<file path="src/rtl/note_synth_pwm.sv">
// note_synth_pwm: one-hot game note -> triangle tone with attack/release
// envelope, delivered to the board PWM audio amplifier.
//
// Ports:
//   clk_in          100 MHz system clock
//   rst_in          synchronous active-high reset
//   enable_in       0 => note_in treated as no note
//   note_in[6:0]    one-hot note request, bit0=C4 .. bit6=B4,
//                   highest set bit wins
//   aud_pwm         registered PWM audio output
//   aud_sd          amplifier enable, high while a note sounds
//   active_out      high while a note sounds
//   env_out[7:0]    current envelope value
//   sample_tick_out one-cycle pulse on every audio sample tick
module note_synth_pwm #(
    parameter int SAMPLE_DIV   = 2048,
    parameter int ATTACK_STEP  = 8,
    parameter int RELEASE_STEP = 4,
    parameter int PHASE_W      = 24
) (
    input  logic       clk_in,
    input  logic       rst_in,
    input  logic       enable_in,
    input  logic [6:0] note_in,
    output logic       aud_pwm,
    output logic       aud_sd,
    output logic       active_out,
    output logic [7:0] env_out,
    output logic       sample_tick_out
);

    localparam int CNT_W = (SAMPLE_DIV > 1) ? $clog2(SAMPLE_DIV) : 1;
    localparam logic [CNT_W-1:0] CNT_LAST = CNT_W'(SAMPLE_DIV - 1);

    typedef enum logic [1:0] {
        IDLE    = 2'd0,
        ATTACK  = 2'd1,
        SUSTAIN = 2'd2,
        RELEASE = 2'd3
    } state_t;

    state_t             state;
    logic [CNT_W-1:0]   tick_cnt;
    logic [7:0]         pwm_cnt;
    logic [7:0]         env;
    logic [7:0]         level;
    logic [PHASE_W-1:0] phase;
    logic [PHASE_W-1:0] tw;

    logic               tick;
    logic               note_valid;
    logic [2:0]         note_idx;
    logic [PHASE_W-1:0] note_tw;
    logic [8:0]         env_sum;
    logic [7:0]         env_up;
    logic [7:0]         env_dn;
    logic [7:0]         wave_pos;
    logic [7:0]         fold;
    logic [7:0]         tri_val;
    logic [15:0]        prod;

    // Phase increments for C4..B4 at a 48.828 kHz sample rate.
    function automatic logic [PHASE_W-1:0] tw_lut(input logic [2:0] idx);
        logic [PHASE_W-1:0] r;
        unique case (idx)
            3'd0:    r = PHASE_W'(89895);
            3'd1:    r = PHASE_W'(100901);
            3'd2:    r = PHASE_W'(113260);
            3'd3:    r = PHASE_W'(119994);
            3'd4:    r = PHASE_W'(134690);
            3'd5:    r = PHASE_W'(151183);
            3'd6:    r = PHASE_W'(169696);
            default: r = '0;
        endcase
        return r;
    endfunction

    assign tick = (tick_cnt == CNT_LAST);

    // Later bits overwrite earlier ones, so the highest index wins.
    always_comb begin
        note_valid = 1'b0;
        note_idx   = 3'd0;
        if (enable_in) begin
            for (int i = 0; i < 7; i++) begin
                if (note_in[i]) begin
                    note_valid = 1'b1;
                    note_idx   = 3'(i);
                end
            end
        end
        note_tw = tw_lut(note_idx);
    end

    // Saturating envelope steps.
    always_comb begin
        env_sum = {1'b0, env} + 9'(ATTACK_STEP);
        env_up  = env_sum[8] ? 8'hFF : env_sum[7:0];
        if (env < 8'(RELEASE_STEP)) begin
            env_dn = 8'd0;
        end else begin
            env_dn = env - 8'(RELEASE_STEP);
        end
    end

    // Triangle from the top phase byte, scaled by the envelope.
    always_comb begin
        wave_pos = phase[PHASE_W-1 -: 8];
        fold     = {wave_pos[6:0], 1'b0};
        tri_val  = wave_pos[7] ? (8'd255 - fold) : fold;
        prod     = 16'(tri_val) * 16'(env);
    end

    always_ff @(posedge clk_in) begin
        if (rst_in) begin
            tick_cnt <= '0;
            pwm_cnt  <= 8'd0;
            aud_pwm  <= 1'b0;
            level    <= 8'd0;
            state    <= IDLE;
            env      <= 8'd0;
            phase    <= '0;
            tw       <= '0;
        end else begin
            tick_cnt <= tick ? '0 : tick_cnt + 1'b1;
            pwm_cnt  <= pwm_cnt + 8'd1;
            level    <= prod[15:8];
            aud_pwm  <= (pwm_cnt < level);
            if (tick) begin
                // Advance with the word in force before any retune.
                if (state != IDLE) begin
                    phase <= phase + tw;
                end
                unique case (state)
                    IDLE: begin
                        if (note_valid) begin
                            state <= ATTACK;
                            phase <= '0;
                            tw    <= note_tw;
                        end
                    end
                    ATTACK: begin
                        if (!note_valid) begin
                            state <= RELEASE;
                        end else begin
                            tw  <= note_tw;
                            env <= env_up;
                            if (env_up == 8'hFF) begin
                                state <= SUSTAIN;
                            end
                        end
                    end
                    SUSTAIN: begin
                        // Release starts decaying on the same tick.
                        if (!note_valid) begin
                            state <= RELEASE;
                            env   <= env_dn;
                        end else begin
                            tw <= note_tw;
                        end
                    end
                    RELEASE: begin
                        if (note_valid) begin
                            state <= ATTACK;
                            tw    <= note_tw;
                        end else begin
                            env <= env_dn;
                            if (env_dn == 8'd0) begin
                                state <= IDLE;
                            end
                        end
                    end
                    default: state <= IDLE;
                endcase
            end
        end
    end

    assign env_out         = env;
    assign active_out      = (state != IDLE);
    assign aud_sd          = (state != IDLE);
    assign sample_tick_out = tick;

endmodule

</file>
<file path="config.mk">
export PLATFORM = sky130hd
export DESIGN_NAME = note_synth_pwm
export DESIGN_NICKNAME = d
export VERILOG_FILES = /design/src/rtl/note_synth_pwm.sv
export SDC_FILE = /design/constraint.sdc
export NUM_CORES = 1
export LEC_CHECK = 0
export BUFFER_PORTS_ARGS = -buffer_cell sky130_fd_sc_hd__buf_4
export CORE_MARGIN = 10
export CORE_UTILIZATION = 45
export CTS_BUF_LIST = sky130_fd_sc_hd__clkbuf_8
export CTS_CLUSTER_DIAMETER = 40
export DETAILED_ROUTE_END_ITERATION = 8
export HOLD_SLACK_MARGIN = 0.1
export PLACE_DENSITY = 0.63
export RECOVER_POWER = 50
export SKIP_LAST_GASP = 1
export SYNTH_ARGS = -nofsm -noshare
export SYNTH_HDL_FRONTEND = slang
export SYNTH_SLANG_ARGS = --single-unit
</file>
<file path="constraint.sdc">
create_clock -name clk_in -period 8.04 [get_ports clk_in]
set_input_delay 0.402 -clock clk_in [delete_from_list [all_inputs] [get_ports clk_in]]
set_output_delay 0.402 -clock clk_in [all_outputs]
set_load 0.02 [all_outputs]
</file>
==> qor.csv, run 1 <==
metric;value;unit
Post-Route Setup TNS;0;ps
WL/cell;14.72;um
Synth top area share;0.2444;
chip width;140.7;um
failing checks;capacitance limit, slew limit;
Area Overhead vs Synth;6.129;%
static leakage;3.190;nW
Crit Path Category;flop to flop;
area share of fa/ha/maj cells after synthesis;0.2398;
Worst-path clk slew;90;ps
via count;5147;
worst ir drop on vdd;0.0001223;V
multiplexer share of the synthesized area;0.01146;
Port Buffer Count;21;
Post-Syn Area;0.006553;mm2
DP Cell Count;938;
Final Hold Vio Count;0;
outcome;complete, but fails checks;
GPL Wtd Cong;0.9197;
Worst setup SP type;flop;
layout cell share with drive strength beyond 1;0.05714;
Power Dens Cells;110.6;mW/mm2
max frequency;186.0;MHz
vias in the first global route;5112;
Req. time, crit path;8310;ps
1st-pass router iterations;5;
Finish-stage setup viols;0;
Skew-Pair Late Insertion Delay;370;ps
TritonCTS clock tree;done;
postcts setup bufs;0;
count of final max-slew check failures;67;
antenna violations before repair;0;
Die Ht;140.7;um
Slew HR;-1.033;
Final nets;879;
Post-synth EDFFs;0;
crit-path most repeated cell;fa_1;
Worst Tran Pin Value;3050;ps
I/O pin count;22;
most area-consuming cells after synthesis;dfxtp_1 (24%), ha_1 (13%), fa_1 (11%), and2_1 (5.3%), xor2_1 (4.1%);
Seq cells post-synth;80;
Antenna Violating Nets Remaining;0;
CTS Buffer Depth;2;
Filler Cell Count;1421;
Simple-Gate Fraction of Synth Area;0.2183;
hold crit path type;input pin to flop;
Mapped Nets;883;
Critical Path End Type;flop;
Via density;5.395;
TritonCTS buffer count;9;
Hold Worst Slack;289.8;ps
CTS resizes;0;
# DRC;0;
root buf cell;clkbuf_8;
Total Power;0.7694;mW
hold buffers post-CTS;0;
largest family of logic cells by synthesized area;adder cells;
Starting Density;0.4543;
routed wire length;14040;um
area leader, netlist;dfxtp_1;
drt initial violations;268;
max incr delay on CP;680;ps
row count;44;
die area;0.01979;mm2
Cells after Synth;769;
first-pass GRT wire length;24560;um
sequential share of the synthesized area;0.2444;
Compound-Gate Fraction of Synth Area;0.1621;
Mean Syn Cell Area;8.521;um2
share of flip-flops with an asynchronous set or reset;0;
CP max-delay cell;dfxtp_1;
DP HPWL;10680;um
Cell Count, Final, Fillers Out;954;
CTS HTree Levels;3;
top_reg_cell synth;dfxtp_1;
Syn. warnings;0;
GR Util All Layers;0.1465;
crit path time final;5375;ps
maximum fanout along the worst path;16;
critical path data arrival time;5640;ps
final period utilization;0.6686;
Final Skew;16.47;ps
grt total ovfl;0;
post-synthesis cell type count;69;
Synth Area in XOR/XNOR;0.06550;
CP Cell Sequence;xor2_1 > nand2_1 > fa_1 > fa_1 > inv_1 > fa_1 > fa_1 > ha_1 > a21o_1 > a21oi_1 > o31ai_4 > a41o_2 > a21o_1 > a21oi_2 > mux2_4;
number of max-cap violations;1;
Core ar.;0.01442;mm2
largest net degree at the start of global routing;67;
final antenna diode count;0;
RSZ-0062 raised after global routing;no;
TritonCTS Sinks;80;
per-layer routing:
| layer | GRT usage | vias up | wire length [um] |
|---|---|---|---|
| met1 | 0.1840 | 2433 | 6719 |
| met4 | 0.03043 | 0 | 93 |
| li1 | - | 2623 | - |
| met2 | 0.2488 | 81 | 6773 |
| met5 | 0 | - | 0 |
| met3 | 0.03493 | 10 | 457 |
final cells by class:
class / instances / area, um2 / area share
multi-input combinational: 594 / 4568 / 0.6569
sequential: 80 / 1602 / 0.2303
inverter: 59 / 222.7 / 0.03203
tap: 184 / 230.2 / 0.03311
clock buffer: 9 / 123.9 / 0.01781
clock inverter: 7 / 95.09 / 0.01367
timing repair buffer: 21 / 112.6 / 0.01619
power breakdown:
| group | internal, mW | switching (mW) |
|---|---|---|
| clock | 0.176 | 0.158 |
| combinational | 0.0123 | 0.0208 |
| sequential | 0.399 | 0.00312 |
| total | 0.587 | 0.182 |
state kept, by name, indices dropped and copies added, names as in the netlist:
name	count
env_out	8
tick_cnt	11
tw	18
phase	24
state	2
level	8
aud_pwm	1
pwm_cnt	8
through the flow:
step                      cell area (um2)  setup WS, ps  utilization
after floorplan                      6553          2973            -
after global placement               6780          2796       0.4701
after detailed placement             6780          2659       0.4701
after CTS                            6999          2653       0.4853
after global routing                 6954          2369       0.4821
final                                6954          2665       0.4821
synth_stat cells, drive strengths merged (3+ instances only):
cell / instances
a22oi: 4
o31ai: 4
a21o: 7
nand2b: 9
ha: 68
nor2: 68
nand4: 10
fa: 36
nand2: 63
a31oi: 3
and2: 56
nor3: 11
a311oi: 4
o21ai: 28
inv: 58
or3: 3
a21oi: 53
a22o: 8
nor2b: 10
nand3: 29
xor2: 31
mux2i: 6
buf: 10
o21a: 5
dfxtp: 80
or2: 3
and3: 7
a21boi: 3
a211oi: 13
xnor2: 18
clkbuf: 26
layout by cell type (no fill, tap or decap), types with 3 or more instances in the layout:
cell type  synthesis  routed
nand4_1            9       9
o21a_1             5       5
xnor2_1           18      18
a21boi_0           3       3
nand2b_1           8       8
nand3_1           29      29
clkbuf_8           0       9
and2_1            56      56
inv_1             58      59
a31oi_1            3       3
clkbuf_1          24      12
xor2_1            31      31
and3_1             7       7
a22oi_1            4       4
nand2_1           63      63
o31ai_1            3       3
a21oi_1           50      50
nor2_1            67      67
o21ai_0           28      28
ha_1              68      68
or2_2              3       3
or3_1              3       3
a21o_1             7       7
dfxtp_1           80      80
a311oi_1           3       3
fa_1              36      36
buf_4              3       9
nor3_1            11      11
a211oi_1          13      13
nor2b_1           10      10
a22o_1             8       8
mux2i_1            6       6
worst paths after layout:
check	from	to	slack (ps)	cells after the start
setup / recovery	phase[23]	level[6]	2660	15
hold / removal	note_in[5]	tw[5]	290	2
setup reg to reg	phase[23]	level[6]	2660	15
hold reg to reg	tw[17]	tw[17]	460	2
cells by family (layout without fill, tap and decap cells):
family,Yosys count,count (layout)
AND/OR/NAND/NOR,279,279
AO/OA/AOI/OAI,155,155
adder cells (fa/ha/maj),104,104
buffers and inverters,95,96
flip-flops,80,80
XOR/XNOR,49,49
multiplexers,7,7
worst max-delay path: cells and delay by family (launching register included):
kind            cells  cell delay [ps]
fa+ha+maj           5             2360
buf+inv             1               50
compound gates      6             1280
flops               1              680
simple gates        1              140
mux                 1              310
xor+xnor            1              470
Power figures use the tool's default switching activity.
==> run 2, diff against run 1 <==
ABC_AREA = 1   (was unset)
PLACE_DENSITY = 0.65   (was 0.63)
clock period = 4.8 ns   (was 8.04 ns; I/O delays follow)
==> run 2 against run 1 <==
Effect of this change:
- the run still ends with capacitance limit, slew limit left
- core utilization increased by 1.7 points
- via count increased by 21%
- area after synthesis increased by 4.2%
- register-to-register slack got worse by 2400 ps
- synthesized cell count increased by 28%
- clock skew increased by 1.2 ps
- non-clock buffer count increased by 15
- critical path depth unchanged
- sequential share of layout area decreased by 1.2 points
- combinational power increased by 59%
- routed wire length increased by 17%
- sequential power increased by 67%
- critical path type unchanged
- critical endpoint is now level[4]
- largest cell class unchanged
- largest power group unchanged
- highest routed layer unchanged
==> qor.csv, run 2 <==
metric;value;unit
most area-consuming cells after synthesis;dfxtp_1 (23%), ha_1 (12%), nand2_1 (12%), fa_1 (11%), a21oi_1 (7.1%);
Worst setup SP type;flop;
final antenna diode count;0;
Internal;0.9571;mW
Worst Tran Pin Value;1888;ps
worst ir drop on vdd;0.0001007;V
chip width;143.2;um
Top Layer Used;met4;
Sw Ratio;0.2429;
I/O pin count;22;
maximum fanout along the worst path;13;
most numerous cell in the Yosys netlist;nand2_1;
CP delay by family, top;adder cells;
Area after DPL;0.007218;mm2
Starting Density;0.4645;
top flop regs;phase (24), tw (18), tick_cnt (11);
RSZ-0062 raised after global routing;no;
share of flip-flops with an asynchronous set or reset;0;
Die Ht;143.2;um
outcome;complete, but fails checks;
Finish-stage setup viols;0;
max frequency;219.7;MHz
WL/cell;13.72;um
TritonCTS buffer count;9;
Crit Path Category;flop to flop;
area leader, netlist;dfxtp_1;
CTS HTree Levels;3;
antenna violations before repair;0;
GR Util All Layers;0.1662;
sequential share of the synthesized area;0.2346;
GPL Wtd Cong;0.9112;
Critical Path End Type;flop;
CTS Buffer Depth;2;
Mean Syn Cell Area;6.946;um2
Req. time, crit path;5070;ps
die area;0.02050;mm2
drt initial violations;458;
Final Skew;17.68;ps
Buf/Inv on CP;1;
top_reg_cell synth;dfxtp_1;
Seq cells post-synth;80;
TritonCTS Sinks;80;
postcts setup bufs;0;
commonest non-fill, non-tap cell in the layout;nand2_1;
Core ar.;0.01470;mm2
root buf cell;clkbuf_8;
Final Cell Area;0.007340;mm2
Filler Cell Count;1532;
CP max-delay cell;dfxtp_1;
Power Dens Cells;172.3;mW/mm2
reg2reg start;phase[23];
Post-synth EDFFs;0;
Area Overhead vs Synth;7.495;%
Final nets;1121;
grt total ovfl;0;
Met2 Wirelength;7406;um
TritonCTS clock tree;done;
Cells after Synth;983;
Final Hold Vio Count;0;
met3 wire len;666;um
Switching Power;0.3071;mW
crit-path most repeated cell;fa_1;
# DRC;0;
critical path data arrival time;4820;ps
failing checks;capacitance limit, slew limit;
Mapped Nets;1097;
count of final max-slew check failures;24;
worst-case reg-to-reg path depth;15;
max FFs per register;24;
largest net degree at the start of global routing;44;
Hold Path End;pwm_cnt[0];
Via density;5.214;
Syn. warnings;0;
R2R setup slack;250;ps
Antenna Violating Nets Remaining;0;
hold crit path type;input pin to flop;
Slew HR;-0.2632;
Post-Route Setup TNS;0;ps
static leakage;3.441;nW
1st-pass router iterations;5;
routed wire length;16410;um
Post-Syn Area;0.006828;mm2
DP HPWL;12610;um
top post-synthesis cells by count;nand2_1 (214), nor2_1 (126), inv_1 (123), a21oi_1 (97), dfxtp_1 (80);
crit path from;phase[23];
Skew-Pair Late Insertion Delay;380;ps
final period utilization;0.9481;
sequential share of power;0.531;
FF-to-FF End;level[4];
row count;44;
HP Start;rst_in;
crit path time final;4551;ps
hold path cells;2;
Port Buffer Count;21;
Top reg by flops;phase;
max incr delay on CP;630;ps
layout cell share with drive strength beyond 1;0.06028;
commonest non-fill, non-tap cells in the layout;nand2_1 (215), nor2_1 (128), inv_1 (124), a21oi_1 (97), dfxtp_1 (80);
Clock Power Share;0.427;
vias in the first global route;5828;
Hold Worst Slack;329.8;ps
post-synthesis cell type count;42;
number of max-cap violations;1;
Synth top area share;0.2346;
Metal-1 WL;8070;um
CP Cell Sequence;xnor2_1 > or2_2 > fa_1 > fa_1 > inv_1 > fa_1 > fa_1 > ha_1 > a21oi_1 > o21a_1 > nor3_1 > nor3_1 > nand3_1 > nand2_1 > nor2_1;
Worst-path clk slew;90;ps
Comb pwr share;0.042;
first-pass GRT wire length;28180;um
via count;6236;
## run 2: cell types whose count changed in the layout (fill, tap and decap cells not counted), sizes merged, moves of 9 or more
| cell | previous run | this run |
|---|---|---|
| a21oi | 53 | 97 |
| and2 | 56 | 0 |
| buf | 9 | 25 |
| inv | 61 | 130 |
| nand2 | 63 | 217 |
| nand2b | 9 | 0 |
| nand3 | 29 | 54 |
| nor2 | 68 | 129 |
| nor2b | 10 | 0 |
| nor3 | 11 | 21 |
| o21ai | 28 | 54 |
| xnor2 | 18 | 9 |
| xor2 | 31 | 5 |
## run 2: routing by layer
metal,vias to the layer above,track usage
li1,3251,-
met1,2848,0.2206
met2,115,0.2651
met3,22,0.03317
met4,0,0.05212
met5,-,0
## run 2: final cells by class
cell class	instances	area (um2)	area share
multi-input combinational	749	4571	0.6227
timing repair buffer	36	229.0	0.03120
clock buffer	11	151.4	0.02063
sequential	80	1602	0.2182
inverter	131	494.2	0.06734
tap	184	230.2	0.03137
clock inverter	5	62.56	0.008524
## run 2: stage by stage
stage | utilization | power, mW | instances | setup slack [ps]
global placement | 0.4911 | 0.7412 | 1180 | 324.0
floorplan | - | 0.7216 | 983 | 441.6
detailed placement | 0.4911 | 0.7419 | 1180 | 237.0
finish | 0.4993 | 1.264 | 1196 | 249.0
CTS | 0.5056 | 1.284 | 1196 | 234.4
global route | 0.4993 | 1.315 | 1196 | 4.356
## run 2: repair_timing
| action | CTS | global route |
|---|---|---|
| endpoints found under the setup margin | 0 | 5 |
| hold buffers | 0 | 0 |
| gates resized for setup | 0 | 1 |
## run 2: power by group through the flow
stage	registers, mW	logic, mW	clock network (mW)
5_1_grt	0.673	0.0596	0.583
6_report	0.672	0.0525	0.540
4_1_cts	0.672	0.0546	0.558
2_1_floorplan	0.688	0.0338	0
3_3_place_gp	0.688	0.0537	0
3_5_place_dp	0.688	0.0543	0
## run 2: logic make-up (layout without fill, tap and decap cells)
kind of cell,count (synthesis),in the layout,share of synthesized area
AND/OR/NAND/NOR,449,449,0.2848
AO/OA/AOI/OAI,182,182,0.1440
buffers and inverters,154,183,0.08851
adder cells (fa/ha/maj),104,104,0.2302
flip-flops,80,80,0.2346
XOR/XNOR,14,14,0.01796
## run 2: worst max path at each step
| stage | to | cells after the start |
|---|---|---|
| 4_1_cts | level[4] | 15 |
| 5_1_grt | level[4] | 15 |
| 2_1_floorplan | level[4] | 16 |
| 3_5_place_dp | level[4] | 15 |
| 3_3_place_gp | level[6] | 16 |
| 6_report | level[4] | 15 |
## run 2: worst register-to-register path, cell delays in order (launching register included)
cell and delay [ps]:
dfxtp_1 630, xnor2_1 250, or2_2 330, fa_1 470, fa_1 550, inv_1 60, fa_1 510, fa_1 490
ha_1 340, a21oi_1 210, o21a_1 170, nor3_1 50, nor3_1 210, nand3_1 100, nand2_1 70, nor2_1 40
